--- src/rtl/time_set_ctrl.sv ---
// time_set_ctrl: takes two raw push-buttons (mode, inc) and produces a debounced
// time-setting sequence. It loads BCD init digits into the watch core.
// Optional macro AUTOREPEAT_EN: while inc is held in a set state, an extra step
// is generated every REPEAT_CNT cycles after the initial press.
// Handshake: load is a one-cycle strobe, and the *_init digits are valid in that
// cycle. The digits also hold their value afterwards, so the watch may sample
// them any time it sees load high.
module time_set_ctrl #(
    parameter int DEBOUNCE_CNT = 10000,
    parameter int TIMEOUT_CNT  = 50000000
`ifdef AUTOREPEAT_EN
    , parameter int REPEAT_CNT = 25000000
`endif
) (
    input  logic       clk,
    input  logic       rst,
    input  logic       btn_mode,
    input  logic       btn_inc,
    input  logic [3:0] hourdec_now,
    input  logic [3:0] hourone_now,
    input  logic [3:0] mindec_now,
    input  logic [3:0] minone_now,
    output logic [3:0] hourdec_init,
    output logic [3:0] hourone_init,
    output logic [3:0] mindec_init,
    output logic [3:0] minone_init,
    output logic       load,
    output logic       set_active,
    output logic [1:0] edit_sel
);

    localparam int DW = $clog2(DEBOUNCE_CNT + 1);
    localparam int TW = $clog2(TIMEOUT_CNT + 1);

    typedef enum logic [1:0] {RUN, SET_HOUR, SET_MIN, COMMIT} state_t;

    // Bit 0 is the mode button, bit 1 is the inc button.
    logic [1:0]         sync1_q, sync1_d, sync2_q, sync2_d;
    logic [1:0]         deb_q, deb_d, deb_dly_q, deb_dly_d, press_q, press_d;
    logic [1:0][DW-1:0] dcnt_q, dcnt_d;
    state_t             state_q, state_d;
    logic [7:0]         hour_q, hour_d, min_q, min_d;
    logic [TW-1:0]      idle_q, idle_d;
    logic               in_set, timeout, inc_step, rep_step;

    function automatic logic [7:0] next_hour(input logic [7:0] h);
        if (h == 8'h23)       return 8'h00;
        if (h[3:0] == 4'd9)   return {h[7:4] + 4'd1, 4'd0};
        return {h[7:4], h[3:0] + 4'd1};
    endfunction

    function automatic logic [7:0] next_min(input logic [7:0] m);
        if (m[3:0] != 4'd9)   return {m[7:4], m[3:0] + 4'd1};
        if (m[7:4] == 4'd5)   return 8'h00;
        return {m[7:4] + 4'd1, 4'd0};
    endfunction

    function automatic logic hour_ok(input logic [7:0] h);
        return (h[7:4] <= 4'd2) && (h[3:0] <= 4'd9) && !((h[7:4] == 4'd2) && (h[3:0] > 4'd3));
    endfunction

    function automatic logic min_ok(input logic [7:0] m);
        return (m[7:4] <= 4'd5) && (m[3:0] <= 4'd9);
    endfunction

    // Synchronize both raw buttons, debounce them, and form the rising-edge press pulses.
    always_comb begin
        sync1_d   = {btn_inc, btn_mode};
        sync2_d   = sync1_q;
        deb_d     = deb_q;
        dcnt_d    = '0;
        for (int b = 0; b < 2; b++) begin
            if (sync2_q[b] != deb_q[b]) begin
                if (dcnt_q[b] == DW'(DEBOUNCE_CNT - 1)) begin
                    deb_d[b] = ~deb_q[b];
                end else begin
                    dcnt_d[b] = dcnt_q[b] + DW'(1);
                end
            end
        end
        deb_dly_d = deb_q;
        press_d   = deb_q & ~deb_dly_q;
    end

    assign in_set   = (state_q == SET_HOUR) || (state_q == SET_MIN);
    assign timeout  = in_set && (idle_q == TW'(TIMEOUT_CNT - 1));
    assign inc_step = press_q[1] | rep_step;

    // Next-state, init-digit editing and per-state outputs. A mode press takes priority over an inc step.
    always_comb begin
        state_d    = state_q;
        hour_d     = hour_q;
        min_d      = min_q;
        load       = 1'b0;
        set_active = 1'b0;
        edit_sel   = 2'b00;
        case (state_q)
            RUN: begin
                if (press_q[0]) begin
                    hour_d  = hour_ok({hourdec_now, hourone_now}) ? {hourdec_now, hourone_now} : 8'h00;
                    min_d   = min_ok({mindec_now, minone_now}) ? {mindec_now, minone_now} : 8'h00;
                    state_d = SET_HOUR;
                end
            end
            SET_HOUR: begin
                set_active = 1'b1;
                edit_sel   = 2'b01;
                if (press_q[0])    state_d = SET_MIN;
                else if (inc_step) hour_d  = next_hour(hour_q);
                else if (timeout)  state_d = RUN;
            end
            SET_MIN: begin
                set_active = 1'b1;
                edit_sel   = 2'b10;
                if (press_q[0])    state_d = COMMIT;
                else if (inc_step) min_d   = next_min(min_q);
                else if (timeout)  state_d = RUN;
            end
            COMMIT: begin
                load    = 1'b1;
                state_d = RUN;
            end
            default: state_d = RUN;
        endcase
    end

    // The idle counter runs only inside a set state. Any activity or state change restarts it.
    always_comb begin
        if (!in_set || (state_d != state_q) || press_q[0] || inc_step) idle_d = '0;
        else idle_d = idle_q + TW'(1);
    end

`ifdef AUTOREPEAT_EN
    localparam int RW = $clog2(REPEAT_CNT + 1);
    logic [RW-1:0] rep_q, rep_d;

    assign rep_step = in_set && deb_q[1] && (rep_q == RW'(REPEAT_CNT - 1));

    // The repeat timer runs while inc is held in a set state. It re-phases on each press or step, and on release.
    always_comb begin
        if (!in_set || !deb_q[1] || press_q[1] || rep_step || (state_d != state_q)) rep_d = '0;
        else rep_d = rep_q + RW'(1);
    end

    // Repeat timer register.
    always_ff @(posedge clk) begin
        if (rst) rep_q <= '0;
        else     rep_q <= rep_d;
    end
`else
    assign rep_step = 1'b0;
`endif

    // State, debounce and init-digit registers.
    always_ff @(posedge clk) begin
        if (rst) begin
            sync1_q   <= '0;
            sync2_q   <= '0;
            deb_q     <= '0;
            deb_dly_q <= '0;
            press_q   <= '0;
            dcnt_q    <= '0;
            state_q   <= RUN;
            hour_q    <= '0;
            min_q     <= '0;
            idle_q    <= '0;
        end else begin
            sync1_q   <= sync1_d;
            sync2_q   <= sync2_d;
            deb_q     <= deb_d;
            deb_dly_q <= deb_dly_d;
            press_q   <= press_d;
            dcnt_q    <= dcnt_d;
            state_q   <= state_d;
            hour_q    <= hour_d;
            min_q     <= min_d;
            idle_q    <= idle_d;
        end
    end

    assign {hourdec_init, hourone_init} = hour_q;
    assign {mindec_init, minone_init}   = min_q;

endmodule
--- config.mk ---
export PLATFORM = sky130hd
export DESIGN_NAME = time_set_ctrl
export DESIGN_NICKNAME = d
export VERILOG_FILES = /design/src/rtl/time_set_ctrl.sv
export SDC_FILE = /design/constraint.sdc
export NUM_CORES = 1
export LEC_CHECK = 0
export ABC_AREA = 1
export BUFFER_PORTS_ARGS = -buffer_cell sky130_fd_sc_hd__buf_2
export CAP_MARGIN = 20
export CORE_ASPECT_RATIO = 0.9
export CORE_UTILIZATION = 59
export DETAILED_ROUTE_END_ITERATION = 6
export GPL_TIMING_DRIVEN = 0
export PLACE_DENSITY = 0.86
export SLEW_MARGIN = 20
export SYNTH_ARGS = -nofsm -noshare
export SYNTH_HDL_FRONTEND = slang
export SYNTH_SLANG_ARGS = --single-unit
--- constraint.sdc ---
create_clock -name clk -period 2.47 [get_ports clk]
set_clock_uncertainty 0.15 [all_clocks]
set_input_delay 0.1235 -clock clk [delete_from_list [all_inputs] [get_ports clk]]
set_output_delay 0.1235 -clock clk [all_outputs]
set_load 0.005 [all_outputs]
==> results.sh <==
export IMPL_clock_path_buffers=2
export IMPL_rows=28
export IMPL_yosys_register_bits=82
export IMPL_drive_gt1_frac=0.110
export IMPL_dieArea_sq_um=7330
export IMPL_max_freq_mhz=446
export IMPL_ioPinCount=40
export IMPL_io_buffers=38
export IMPL_outcome="finished clean"
export IMPL_wl_met3_um=495
export IMPL_cts_sinks=82
export IMPL_layout_commonest_cell="inv_1"
export IMPL_yosysWarnings=0
export IMPL_synth_area_per_cell_sq_um=7.03
export IMPL_syn_area_sq_um=4130
export IMPL_cp_arrival_ns=2.35
export IMPL_grt_pass1_wl_um=15300
export IMPL_whs_ns=0.0265
export IMPL_coreArea_sq_um=6660
export IMPL_grt_max_degree=16
export IMPL_cts_tree="yes"
export IMPL_ys_types=32
export IMPL_synth_top_cell_area_share=0.398
export IMPL_yosys_top_cells_area="dfxtp_1, inv_1, nor2_1, nand2_1, o21ai_0"
export IMPL_tightest_slew_ns=0.512
export IMPL_dr_pass1_iters=5
export IMPL_fillers=537
export IMPL_cp_required_ns=2.58
export IMPL_grt_pass1_vias=3622
export IMPL_ys_seq_area_frac=0.398
export IMPL_worst_ir_drop_vdd_mv=0.339
export IMPL_post_cts_buffers=0
export IMPL_antenna_cells=0
export IMPL_drc_errors=0
export IMPL_path_clk_slew_ns=0.09
export IMPL_wl_met1_um=4060
export IMPL_routedWlPerCell_um=12.2
export IMPL_die_h_um=81.4
export IMPL_seq_area_sq_um=1640
export IMPL_die_x_um=90.2
export IMPL_place_congestion=0.871
export IMPL_syn_to_final_growth_pct=15.9
export IMPL_via_per_inst=5.32
export IMPL_leakage_nw=1.85
export IMPL_wl_um=9090
export IMPL_hold_path_class="input port to register"
export IMPL_final_cell_mix="inv_1, nor2_1, nand2_1"
export IMPL_vias=3966
export IMPL_maxCapViolations=0
export IMPL_syn_nets=620
export IMPL_h_tree_depth=3
export IMPL_ff2ff_setup_slack_ns=0.23
export IMPL_root_buffer="clkbuf_8"
export IMPL_pwr_density_cell_nw_per_um2=551
export IMPL_cp_max_fo=10
export IMPL_syn_inst=587
export IMPL_final_max_slew_violation_count=0
export IMPL_setup_violations=0
export IMPL_antenna_found_initial=0
export IMPL_worstSetupStartpointType="register"
export IMPL_cts_buffers=9
export IMPL_drt_iter0_drc=254
export IMPL_drtAntennaViolNets=0
export IMPL_start_util=0.620
export IMPL_final_hold_violation_count=0
export IMPL_dr_wl_met2_um=4350
export IMPL_fin_crit_sh=0.907
export IMPL_slew_headroom=0.656
export IMPL_place_hpwl_um=6290
export IMPL_crit_type="register to register"
export IMPL_fin_util=0.719
export IMPL_fin_crit_ns=2.24
export IMPL_nNetsFinal=683
export IMPL_synth_top_area_cell="dfxtp_1"
export IMPL_timing_setup_tns_ns=0
export IMPL_multi_input_area_sq_um=2070
export IMPL_end_kind="register"
export IMPL_grt_ovfl_total=0
export IMPL_grt_usage=0.257
export IMPL_clk_latency_ns=0.36
export IMPL_dr_max_layer_used="met4"
-- through the flow --
stage | power [mW] | cells | setup slack, ns | cell area, sq um
global placement | 1.62 | 715 | 0.255 | 4430
finish | 2.63 | 745 | 0.230 | 4780
global route | 2.75 | 745 | -0.0114 | 4780
CTS | 2.65 | 745 | 0.116 | 4770
detailed placement | 1.64 | 715 | 0.175 | 4430
floorplan | 1.55 | 587 | 0.487 | 4130
-- flip-flops by register name, summed over array words and instances (netlist names), 8 cells and up --
signal and flops:
dcnt_q 28, idle_q 26, min_q 8, hour_q 8
-- cell usage after synthesis --
| cell | number |
|---|---|
| nand3_1 | 33 |
| or2_2 | 4 |
| clkinv_2 | 1 |
| o221ai_1 | 1 |
| buf_1 | 1 |
| xor2_1 | 18 |
| xnor2_1 | 13 |
| inv_1 | 100 |
| nor4_1 | 5 |
| a31oi_1 | 8 |
| a21oi_1 | 28 |
| clkinv_1 | 3 |
| nor3_1 | 26 |
| a41oi_1 | 1 |
| clkbuf_1 | 1 |
| nand2_1 | 89 |
| nor2_2 | 3 |
| buf_2 | 1 |
| nor2_4 | 1 |
| nor2_1 | 92 |
| a211oi_1 | 2 |
| inv_2 | 1 |
| nor3b_1 | 1 |
| o21a_1 | 2 |
| nand3_2 | 3 |
| o31ai_1 | 1 |
| o21ai_0 | 36 |
| o211ai_1 | 3 |
| ha_1 | 13 |
| buf_6 | 2 |
| dfxtp_1 | 82 |
| nand4_1 | 12 |
-- critical path: stages, from the launching register on --
cell	delay, ns
dfxtp_1	0.43
inv_1	0.10
ha_1	0.34
nand2_1	0.07
nor2_1	0.11
nand2_1	0.06
nor2_1	0.10
nand2_1	0.09
nand2_1	0.07
nand2_1	0.05
nand2_1	0.07
nand3_1	0.12
nand3_4	0.17
buf_6	0.17
nor2_1	0.05
-- power breakdown --
part	switching, mW	total, mW	internal, mW
sequential	0.0361	1.39	1.35
combinational	0.143	0.247	0.104
clock	0.518	1.00	0.481
total	0.697	2.63	1.94
-- timing repair --
action,4_1_cts,5_1_grt
resized for setup,0,4
hold buffers,14,0
endpoints found under the setup margin,0,24
endpoints found under the hold margin,16,0
-- path summary, 6_finish.rpt --
check          endpoint           from  cells past startpoint
min reg2reg  press_q[0]   deb_dly_q[0]                      1
max reg2reg   idle_q[2]     state_q[1]                     14
max           idle_q[2]     state_q[1]                     14
min            min_q[0]  minone_now[0]                      5
-- per-layer routing --
layer  global-route usage  up-vias
li1                     -     2005
met1                0.302     1826
met4               0.0952        0
met3               0.0740       22
met2                0.451      113
met5                    0        -
-- cells by family after synthesis --
logic type	share of synthesized area
compound gates	0.109
xor+xnor	0.0658
fa+ha+maj	0.0394
buf+inv	0.104
flops	0.398
simple gates	0.284
-- cell type report --
class | instances | share of cell area
clock inverters | 6 | 0.0154
well taps | 90 | 0.0235
plain buffers | 5 | 0.00732
clock buffers | 10 | 0.0267
repair buffers | 52 | 0.0690
inverters | 105 | 0.0826
multi-input cells | 395 | 0.432
flip-flops and latches | 82 | 0.343
Power figures use the tool's default switching activity.
